**src/rtl/othello_pkg.sv**
```systemverilog
// Shared definitions for the Othello move receiver: ASCII codes, FSM encodings
// and small byte-classification helpers.
package othello_pkg;

  localparam logic [7:0] ASCII_A_UC = 8'h41;
  localparam logic [7:0] ASCII_A_LC = 8'h61;
  localparam logic [7:0] ASCII_1    = 8'h31;
  localparam logic [7:0] ASCII_P_UC = 8'h50;
  localparam logic [7:0] ASCII_P_LC = 8'h70;
  localparam logic [7:0] ASCII_CR   = 8'h0D;
  localparam logic [7:0] ASCII_LF   = 8'h0A;

  typedef enum logic [1:0] {WAIT_COL, WAIT_ROW, WAIT_EOL} parse_state_e;
  typedef enum logic [1:0] {IDLE, START, DATA, STOP} rx_state_e;

  function automatic logic is_eol(input logic [7:0] b);
    return (b == ASCII_CR) || (b == ASCII_LF);
  endfunction

  // True when b lies in [base, base+7]; relies on unsigned wrap-around.
  function automatic logic in_range8(input logic [7:0] b, input logic [7:0] base);
    logic [7:0] off;
    off = b - base;
    return off < 8'd8;
  endfunction

endpackage

```
**src/rtl/uart_rx_core.sv**
```systemverilog
// Bit-level 8N1 receiver: RxD synchronizer, free-running 16x oversample
// divider and byte FSM. Emits a one-cycle strobe or frame_err per byte.
module uart_rx_core
  import othello_pkg::*;
#(
  parameter int CLK_FREQ = 50000000,
  parameter int BAUD     = 115200
) (
  input  logic       clk,
  input  logic       rst,
  input  logic       rxd,
  output logic [7:0] data,
  output logic       strobe,
  output logic       frame_err
);

  localparam int DIV   = CLK_FREQ / (BAUD * 16);
  localparam int DIV_W = (DIV > 1) ? $clog2(DIV) : 1;
  localparam logic [DIV_W-1:0] DIV_LAST = DIV_W'(DIV - 1);

  logic             sync1_q, sync1_d, sync2_q, sync2_d;
  logic [DIV_W-1:0] div_q, div_d;
  logic             tick;
  rx_state_e        state_q, state_d;
  logic [3:0]       tick_cnt_q, tick_cnt_d;
  logic [2:0]       bit_cnt_q, bit_cnt_d;
  logic [7:0]       shift_q, shift_d;
  logic             strobe_q, strobe_d, ferr_q, ferr_d;

  assign sync1_d = rxd;
  assign sync2_d = sync1_q;
  assign tick    = (div_q == DIV_LAST);
  assign div_d   = tick ? '0 : div_q + 1'b1;

  always_comb begin
    state_d    = state_q;
    tick_cnt_d = tick_cnt_q;
    bit_cnt_d  = bit_cnt_q;
    shift_d    = shift_q;
    strobe_d   = 1'b0;
    ferr_d     = 1'b0;
    case (state_q)
      IDLE: begin
        if (!sync2_q) begin
          state_d    = START;
          tick_cnt_d = '0;
        end
      end
      START: begin
        // Mid-start recheck filters glitches shorter than half a bit.
        if (tick) begin
          if (tick_cnt_q == 4'd7) begin
            tick_cnt_d = '0;
            bit_cnt_d  = '0;
            state_d    = sync2_q ? IDLE : DATA;
          end else begin
            tick_cnt_d = tick_cnt_q + 4'd1;
          end
        end
      end
      DATA: begin
        if (tick) begin
          tick_cnt_d = tick_cnt_q + 4'd1;
          if (tick_cnt_q == 4'd15) begin
            shift_d   = {sync2_q, shift_q[7:1]};
            bit_cnt_d = bit_cnt_q + 3'd1;
            if (bit_cnt_q == 3'd7) state_d = STOP;
          end
        end
      end
      STOP: begin
        if (tick) begin
          tick_cnt_d = tick_cnt_q + 4'd1;
          if (tick_cnt_q == 4'd15) begin
            state_d  = IDLE;
            strobe_d = sync2_q;
            ferr_d   = !sync2_q;
          end
        end
      end
      default: state_d = IDLE;
    endcase
  end

  always_ff @(posedge clk) begin
    if (rst) begin
      sync1_q    <= 1'b1;
      sync2_q    <= 1'b1;
      div_q      <= '0;
      state_q    <= IDLE;
      tick_cnt_q <= '0;
      bit_cnt_q  <= '0;
      shift_q    <= '0;
      strobe_q   <= 1'b0;
      ferr_q     <= 1'b0;
    end else begin
      sync1_q    <= sync1_d;
      sync2_q    <= sync2_d;
      div_q      <= div_d;
      state_q    <= state_d;
      tick_cnt_q <= tick_cnt_d;
      bit_cnt_q  <= bit_cnt_d;
      shift_q    <= shift_d;
      strobe_q   <= strobe_d;
      ferr_q     <= ferr_d;
    end
  end

  assign data      = shift_q;
  assign strobe    = strobe_q;
  assign frame_err = ferr_q;

endmodule

```
**src/rtl/uart_move_rx.sv**
```systemverilog
// Othello move receiver: parses "<col><row><EOL>" or "P<EOL>" from the UART
// byte stream and presents it through a valid/ack handshake.
module uart_move_rx
  import othello_pkg::*;
#(
  parameter int CLK_FREQ = 50000000,
  parameter int BAUD     = 115200
) (
  input  logic       clk,
  input  logic       RST,
  input  logic       RxD,
  output logic [2:0] move_x,
  output logic [2:0] move_y,
  output logic       move_pass,
  output logic       move_valid,
  input  logic       move_ack,
  output logic       frame_err,
  output logic       cmd_err
);

  logic [7:0]   rx_data;
  logic         rx_strobe;
  parse_state_e pstate_q, pstate_d;
  logic [2:0]   col_q, col_d, row_q, row_d, x_q, x_d, y_q, y_d;
  logic         pass_q, pass_d, mpass_q, mpass_d, valid_q, valid_d, err_q, err_d;
  logic         issue, retire;
  logic [7:0]   uc_off, lc_off, num_off;

  uart_rx_core #(.CLK_FREQ(CLK_FREQ), .BAUD(BAUD)) u_core (
    .clk       (clk),
    .rst       (RST),
    .rxd       (RxD),
    .data      (rx_data),
    .strobe    (rx_strobe),
    .frame_err (frame_err)
  );

  assign uc_off  = rx_data - ASCII_A_UC;
  assign lc_off  = rx_data - ASCII_A_LC;
  assign num_off = rx_data - ASCII_1;
  assign retire  = valid_q && move_ack;

  always_comb begin
    pstate_d = pstate_q;
    col_d    = col_q;
    row_d    = row_q;
    pass_d   = pass_q;
    err_d    = 1'b0;
    issue    = 1'b0;
    if (rx_strobe) begin
      case (pstate_q)
        WAIT_COL: begin
          if (in_range8(rx_data, ASCII_A_UC)) begin
            col_d = uc_off[2:0]; pass_d = 1'b0; pstate_d = WAIT_ROW;
          end else if (in_range8(rx_data, ASCII_A_LC)) begin
            col_d = lc_off[2:0]; pass_d = 1'b0; pstate_d = WAIT_ROW;
          end else if (rx_data == ASCII_P_UC || rx_data == ASCII_P_LC) begin
            pass_d = 1'b1; pstate_d = WAIT_EOL;
          end else if (!is_eol(rx_data)) begin
            err_d = 1'b1;
          end
        end
        WAIT_ROW: begin
          pstate_d = WAIT_COL;
          if (in_range8(rx_data, ASCII_1)) begin
            row_d = num_off[2:0]; pstate_d = WAIT_EOL;
          end else begin
            err_d = 1'b1;
          end
        end
        WAIT_EOL: begin
          pstate_d = WAIT_COL;
          pass_d   = 1'b0;
          if (is_eol(rx_data)) issue = 1'b1;
          else                 err_d = 1'b1;
        end
        default: pstate_d = WAIT_COL;
      endcase
    end
  end

  // A coinciding ack frees the slot, so the new command loads instead of overrunning.
  always_comb begin
    valid_d = valid_q;
    x_d     = x_q;
    y_d     = y_q;
    mpass_d = mpass_q;
    if (issue) begin
      if (!valid_q || retire) begin
        valid_d = 1'b1;
        x_d     = pass_q ? 3'd0 : col_q;
        y_d     = pass_q ? 3'd0 : row_q;
        mpass_d = pass_q;
      end
    end else if (retire) begin
      valid_d = 1'b0;
    end
  end

  always_ff @(posedge clk) begin
    if (RST) begin
      pstate_q <= WAIT_COL;
      col_q    <= '0;
      row_q    <= '0;
      pass_q   <= 1'b0;
      x_q      <= '0;
      y_q      <= '0;
      mpass_q  <= 1'b0;
      valid_q  <= 1'b0;
      err_q    <= 1'b0;
    end else begin
      pstate_q <= pstate_d;
      col_q    <= col_d;
      row_q    <= row_d;
      pass_q   <= pass_d;
      x_q      <= x_d;
      y_q      <= y_d;
      mpass_q  <= mpass_d;
      valid_q  <= valid_d;
      err_q    <= err_d || (issue && valid_q && !retire);
    end
  end

  assign move_x     = x_q;
  assign move_y     = y_q;
  assign move_pass  = mpass_q;
  assign move_valid = valid_q;
  assign cmd_err    = err_q;

endmodule

```
**config.mk**
```make
export PLATFORM = sky130hd
export DESIGN_NAME = uart_move_rx
export DESIGN_NICKNAME = d
export VERILOG_FILES = /design/src/rtl/othello_pkg.sv /design/src/rtl/uart_rx_core.sv /design/src/rtl/uart_move_rx.sv
export SDC_FILE = /design/constraint.sdc
export NUM_CORES = 1
export LEC_CHECK = 0
export CORE_MARGIN = 1
export CORE_UTILIZATION = 30
export DETAILED_ROUTE_END_ITERATION = 10
export HOLD_SLACK_MARGIN = 0.15
export MAX_ROUTING_LAYER = met4
export SLEW_MARGIN = 20
export SYNTH_ARGS = -nofsm -noshare
export SYNTH_HDL_FRONTEND = slang
export SYNTH_HIERARCHICAL = 1
export SYNTH_SLANG_ARGS = --single-unit
```
**constraint.sdc**
```tcl
create_clock -name clk -period 3.7 [get_ports clk]
set_input_delay 0.74 -clock clk [delete_from_list [all_inputs] [get_ports clk]]
set_output_delay 0.74 -clock clk [all_outputs]
set_load 0.01 [all_outputs]
```
==> results of run 1 <==
layer usage:
layer | vias to the layer above | global-route usage | routed length (um)
met5 | - | - | 0
met3 | 0 | 0.0313 | 141
li1 | 883 | - | -
met1 | 770 | 0.152 | 2040
met2 | 26 | 0.181 | 1800
met4 | 0 | 0.0136 | 0
sequential cells by signal, indices dropped and copies added, names as in the netlist, 2 cells and up, named ones only:
register and cells:
move_x 3, pstate_q 2, u_core/bit_cnt_q 3, row_q 3, u_core/div_q 5, u_core/tick_cnt_q 4
u_core/data 8, move_y 3, col_q 3
cells in the mapped netlist, types with 3 or more instances:
cell / n
dfxtp_1: 44
nor2_1: 27
nand2_1: 20
a21oi_1: 16
inv_1: 14
mux2i_1: 14
clkbuf_1: 8
ha_1: 8
nand2b_1: 5
nand3_1: 5
nor3_1: 5
o21ai_0: 4
or3b_1: 4
nor2b_1: 3
nor4b_1: 3
or2_2: 3
or3_1: 3
xnor2_1: 3
cell families (layout without fill, tap and decap cells):
kind of cell / count (synthesis) / count (layout) / share of synthesized area
XOR/XNOR: 5 / 5 / 0.0202
AO/OA/AOI/OAI: 47 / 47 / 0.157
buffers and inverters: 23 / 37 / 0.0403
AND/OR/NAND/NOR: 97 / 97 / 0.259
flip-flops: 44 / 44 / 0.406
adder cells (fa/ha/maj): 8 / 8 / 0.0461
multiplexers: 15 / 15 / 0.0715
area by class of cell:
class / instances / area (um^2) / area share
Clock buffer: 6 / 82.6 / 0.0327
Clock inverter: 2 / 38.8 / 0.0154
Inverter: 14 / 52.6 / 0.0208
Multi-Input combinational cell: 172 / 1200 / 0.477
Sequential cell: 44 / 881 / 0.349
Tap cell: 96 / 120 / 0.0476
Timing Repair Buffer: 15 / 145 / 0.0575
how the worst min path moves through the flow:
| stage | from | endpoint | cells after the start |
|---|---|---|---|
| detailed placement | u_core/sync1_q$_SDFF_PP1_ | u_core/sync2_q$_SDFF_PP1_ | 1 |
| global placement | u_core/sync1_q$_SDFF_PP1_ | u_core/sync2_q$_SDFF_PP1_ | 1 |
| CTS | u_core/sync1_q$_SDFF_PP1_ | u_core/sync2_q$_SDFF_PP1_ | 1 |
| finish | u_core/sync1_q$_SDFF_PP1_ | u_core/sync2_q$_SDFF_PP1_ | 1 |
| floorplan | u_core/sync1_q$_SDFF_PP1_ | u_core/sync2_q$_SDFF_PP1_ | 1 |
| global route | u_core/sync1_q$_SDFF_PP1_ | u_core/sync2_q$_SDFF_PP1_ | 1 |
power groups by stage:
stage / Sequential, mW / Clock [mW] / Combinational [mW]
6_report: 0.483 / 0.388 / 0.0276
4_1_cts: 0.483 / 0.396 / 0.0279
3_3_place_gp: 0.494 / 0 / 0.0273
2_1_floorplan: 0.492 / 0 / 0.0208
5_1_grt: 0.485 / 0.420 / 0.0313
3_5_place_dp: 0.494 / 0 / 0.0278
==> results_dict.tcl, run 1 <==
set metrics [dict create \
    status "complete, no violations" \
    wl_per_cell_um 11.4 \
    slew_headroom 0.538 \
    cts_buffers 5 \
    drt_iter0_drc 82 \
    num_antenna_cells 0 \
    post_cts_buffers 0 \
    grt_use_total 0.115 \
    crit_slowest_cell "dfxtp_1" \
    hpwlAfterDp_mm 2.95 \
    startpoint "u_core/data[0]$_SDFFE_PP0P_" \
    cpPeakStageDelay_ns 0.47 \
    power_density_nw_per_um2 356 \
    synthCells 239 \
    drt_wl_total_mm 3.98 \
    synth_ff_type "dfxtp_1" \
    hold_violations 0 \
    grt_overflow 0 \
    cp_max_fo 8 \
    reg2regPathDepth 7 \
    fin_util 0.365 \
    setup-tns-final_ns 0 \
    whs_ns 0.425 \
    dp_slack_ns 1.15 \
    p_sw_mw 0.188 \
    worstSetupStartpointType "register" \
    drc 0 \
    critPathRequiredTime_ns 3.88 \
    period_minus_slack_ns 2.58 \
    yosys-top-cells-area "dfxtp_1 (41%), mux2i_1 (6.5%), nor2_1 (4.7%)" \
    grt_max_degree 16 \
    tightest_slew_ns 0.688 \
    rsz0062_at_grt "false" \
    nFillCells 734 \
    async_flop_share 0 \
    synth_cell_types 54 \
    grt_pass1_vias 1477 \
    total_power_mw 0.899 \
    design.die.area_um2 7580 \
    syn_to_final_growth_pct 16.2 \
    fin_ws_ns 1.12 \
    grt_pass1_wl_mm 6.88 \
    ant_nets 0 \
    mostFrequentLayoutCells "dfxtp_1 (44), nor2_1 (27), nand2_1 (20)" \
    crit_end "col_q[2]$_SDFFE_PP0P_" \
    cts_resized 0 \
    max_freq_mhz 388 \
    min_path_type "reg -> reg" \
    path_cells "inv_1 -> ha_1 -> or2_2 -> a221o_1 -> and2_0 -> or3_4 -> mux2_4" \
    rrSetupSlack_ns 1.12 \
    p_comb_frac 0.031 \
    synth_nets 251 \
    num_rows 30 \
    start_util 0.314 \
    final_cell_count_no_fill 349 \
    synth-seq-cells 44 \
    fin_worst_skew_ns 0.0143 \
    root_buffer "clkbuf_8" \
    ys_seq_area_frac 0.406 \
    r2r_end "col_q[2]$_SDFFE_PP0P_" \
    ir_worst_vdd_mv 0.207 \
    vias 1679 \
    yosysTopAreaCellShare 0.406 \
    clk_latency_ns 0.29 \
    reg2reg_from "u_core/data[0]$_SDFFE_PP0P_" \
    setup_violations 0 \
    clk_pin_slew_ns 0.09 \
    worstPathArrival_ns 2.76 \
    cp_num_buf_inv 1 \
    crit_type "reg -> reg" \
    final_area_um2 2520 \
    die_y_um 87.1 \
    drv_cap 0 \
    synth_area_um2 2170 \
    cts_htree_levels 2 \
    hold_buffers 0 \
    die_w_um 87.1 \
    antenna_found_initial 0 \
    slew_viol_final 0 \
    p_clk_frac 0.432 \
    switching_share 0.209 \
    critPathTopFamily "simple AND/OR/NAND/NOR gates" \
    place_area_um2 2400 \
    path_depth 7 \
    coreArea_um2 6910 \
    clock_path_buffers 2 \
    yosys_warnings 6 \
    seqPwrFrac 0.538 \
    vias_per_cell 4.81 \
    first_pass_iters 4 \
    cts_tree "done" \
    clock_sinks 44 \
    drive_gt1_frac 0.0988 \
    gp_congestion 0.917 \
    p_leak_nw 0.873 \
    io_buffers 13 \
    final_nets 264 \
    synth_area_per_cell_um2 9.08 \
    synth_edf_count 0 \
    synth.largest_area_cell "dfxtp_1" \
    cp-end-kind "register" \
    power.internal_mw 0.711 \
    num_io_pins 14 \
    fin_crit_sh 0.697 \
    place_inst 341 \
    final_common_cell "dfxtp_1" \
]
(Power assumes the default switching activity.)
==> run 2, diff against run 1 <==
==> constraint.sdc (replaced) <==
create_clock -name clk -period 2.65 [get_ports clk]
set_input_delay 0.53 -clock clk [delete_from_list [all_inputs] [get_ports clk]]
set_output_delay 0.53 -clock clk [all_outputs]
set_load 0.01 [all_outputs]
==> results_dict.tcl, run 2 (synthesis gave the netlist of run 1 again) <==
set metrics [dict create \
    start_util 0.314 \
    grt_pass1_wl_mm 7.21 \
    cpPeakStageDelay_ns 0.49 \
    p_leak_nw 0.895 \
    clock_sinks 44 \
    reg2reg_from "u_core/data[1]$_SDFFE_PP0P_" \
    clock_path_buffers 2 \
    worstSetupStartpointType "register" \
    drc 0 \
    whs_ns 0.413 \
    cts_htree_levels 2 \
    reg2regPathDepth 7 \
    die_y_um 87.1 \
    cp-end-kind "register" \
    critPathRequiredTime_ns 2.84 \
    vias_per_cell 4.75 \
    fin_crit_sh 0.923 \
    worstPathArrival_ns 2.64 \
    hold_violations 0 \
    drt_wl_total_mm 4.05 \
    cts_buffers 5 \
    rrSetupSlack_ns 0.20 \
    path_cells "inv_1 -> ha_1 -> or2_2 -> a221o_1 -> and2_0 -> or3_4 -> mux2_4" \
    drt_iter0_drc 62 \
    mostFrequentLayoutCells "dfxtp_1 (44), nor2_1 (27), nand2_1 (20)" \
    crit_slowest_cell "dfxtp_1" \
    clk_pin_slew_ns 0.09 \
    hold_depth 1 \
    slew_headroom 0.548 \
    setup-tns-final_ns 0 \
    worstHoldStart "u_core/sync1_q$_SDFF_PP1_" \
    cp_max_fo 9 \
    power_density_nw_per_um2 482 \
    ant_nets 0 \
    final_nets 269 \
    clk_latency_ns 0.30 \
    r2r_end "col_q[2]$_SDFFE_PP0P_" \
    largest_reg_flops 8 \
    first_pass_iters 4 \
    fin_worst_skew_ns 0.0113 \
    vias 1680 \
    place_inst 346 \
    num_antenna_cells 0 \
    tightest_slew_ns 0.672 \
    drive_gt1_frac 0.116 \
    num_io_pins 14 \
    period_minus_slack_ns 2.45 \
    antenna_found_initial 0 \
    final_common_cell "dfxtp_1" \
    setup_violations 0 \
    grt_max_degree 33 \
    wl_per_cell_um 11.4 \
    grt_use_total 0.123 \
    max_freq_mhz 409 \
    grt_pass1_vias 1606 \
    syn_to_final_growth_pct 18.3 \
    cts_resized 0 \
    num_rows 30 \
    io_buffers 13 \
    cts_tree "done" \
    grt_overflow 0 \
    die_w_um 87.1 \
    hpwlAfterDp_mm 2.95 \
    post_cts_buffers 0 \
    root_buffer "clkbuf_8" \
    drv_cap 0 \
    gp_congestion 0.915 \
    ir_worst_vdd_mv 0.248 \
    min_path_type "reg -> reg" \
    slew_viol_final 0 \
    crit_type "reg -> reg" \
    rsz0062_at_grt "false" \
    coreArea_um2 6910 \
    final_cell_count_no_fill 354 \
    hold_buffers 0 \
    holdPathEnd "u_core/sync2_q$_SDFF_PP1_" \
    fin_util 0.372 \
    status "complete, no violations" \
    design.die.area_um2 7580 \
]
==> run 2: cell types whose count changed in the layout (fill, tap and decap cells not counted) <==
cell,change
buf_4,+4
a2111oi_1,+1
clkbuf_8,-1
a2111oi_0,-1
buf_12,+1
clkinv_4,-1
clkinvlp_4,+1
inv_6,+1
==> run 2: metal layers <==
metal,vias to the layer above,wire length (um),global-route usage
met5,-,0,-
li1,887,-,-
met4,0,20,0.0303
met1,772,2120,0.155
met2,16,1800,0.197
met3,5,104,0.0284
==> run 2: how the worst max path moves through the flow <==
stage	to	startpoint	cells after the start	slack, ns
2_1_floorplan	col_q[2]$_SDFFE_PP0P_	u_core/data[0]$_SDFFE_PP0P_	8	0.20
3_3_place_gp	col_q[2]$_SDFFE_PP0P_	u_core/data[1]$_SDFFE_PP0P_	7	0.26
3_5_place_dp	col_q[2]$_SDFFE_PP0P_	u_core/data[1]$_SDFFE_PP0P_	7	0.23
4_1_cts	col_q[2]$_SDFFE_PP0P_	u_core/data[1]$_SDFFE_PP0P_	7	0.22
5_1_grt	row_q[2]$_SDFFE_PP0P_	u_core/data[1]$_SDFFE_PP0P_	8	0.03
6_report	col_q[2]$_SDFFE_PP0P_	u_core/data[1]$_SDFFE_PP0P_	7	0.20
==> run 2: critical path, delay by kind of cell (launching register included) <==
family                     cells  cell delay (ns)
and+or+nand+nor                3             0.81
DFF                            1             0.49
AOI/OAI and AO/OA              1             0.33
muxes                          1             0.30
adders and majority gates      1             0.29
buffers and inverters          1             0.13
==> run 2: layout make-up <==
cell class	instances	area [um^2]
clock buffers	5	68.8
well taps	96	120
fillers	722	4340
multi-input cells	172	1200
repair buffers	20	195
clock inverters	3	46.3
inverters	14	52.6
flip-flops and latches	44	881
==> run 2: power breakdown <==
group          total, mW  internal (mW)  switching [mW]
clock network      0.523          0.284           0.239
registers          0.674          0.667         0.00750
logic             0.0396         0.0182          0.0213
==> run 2: through the flow <==
stage | area [um^2] | total power, mW | setup slack, ns
final | 2570 | 1.24 | 0.205
after global placement | 2450 | 0.730 | 0.261
after detailed placement | 2450 | 0.730 | 0.226
after floorplan | 2170 | 0.716 | 0.197
after global routing | 2570 | 1.30 | 0.0320
after CTS | 2570 | 1.26 | 0.215
==> run 3, diff against run 2 <==
--- a/config.mk
+++ b/config.mk
@@ -8,6 +8,7 @@
 export CORE_MARGIN = 1
 export CORE_UTILIZATION = 30
 export DETAILED_ROUTE_END_ITERATION = 10
+export GPL_ROUTABILITY_DRIVEN = 0
 export HOLD_SLACK_MARGIN = 0.15
 export MAX_ROUTING_LAYER = met4
 export SLEW_MARGIN = 20
==> results of run 3 <==
The final DEF is identical to that of run 2; final timing and power are the same.
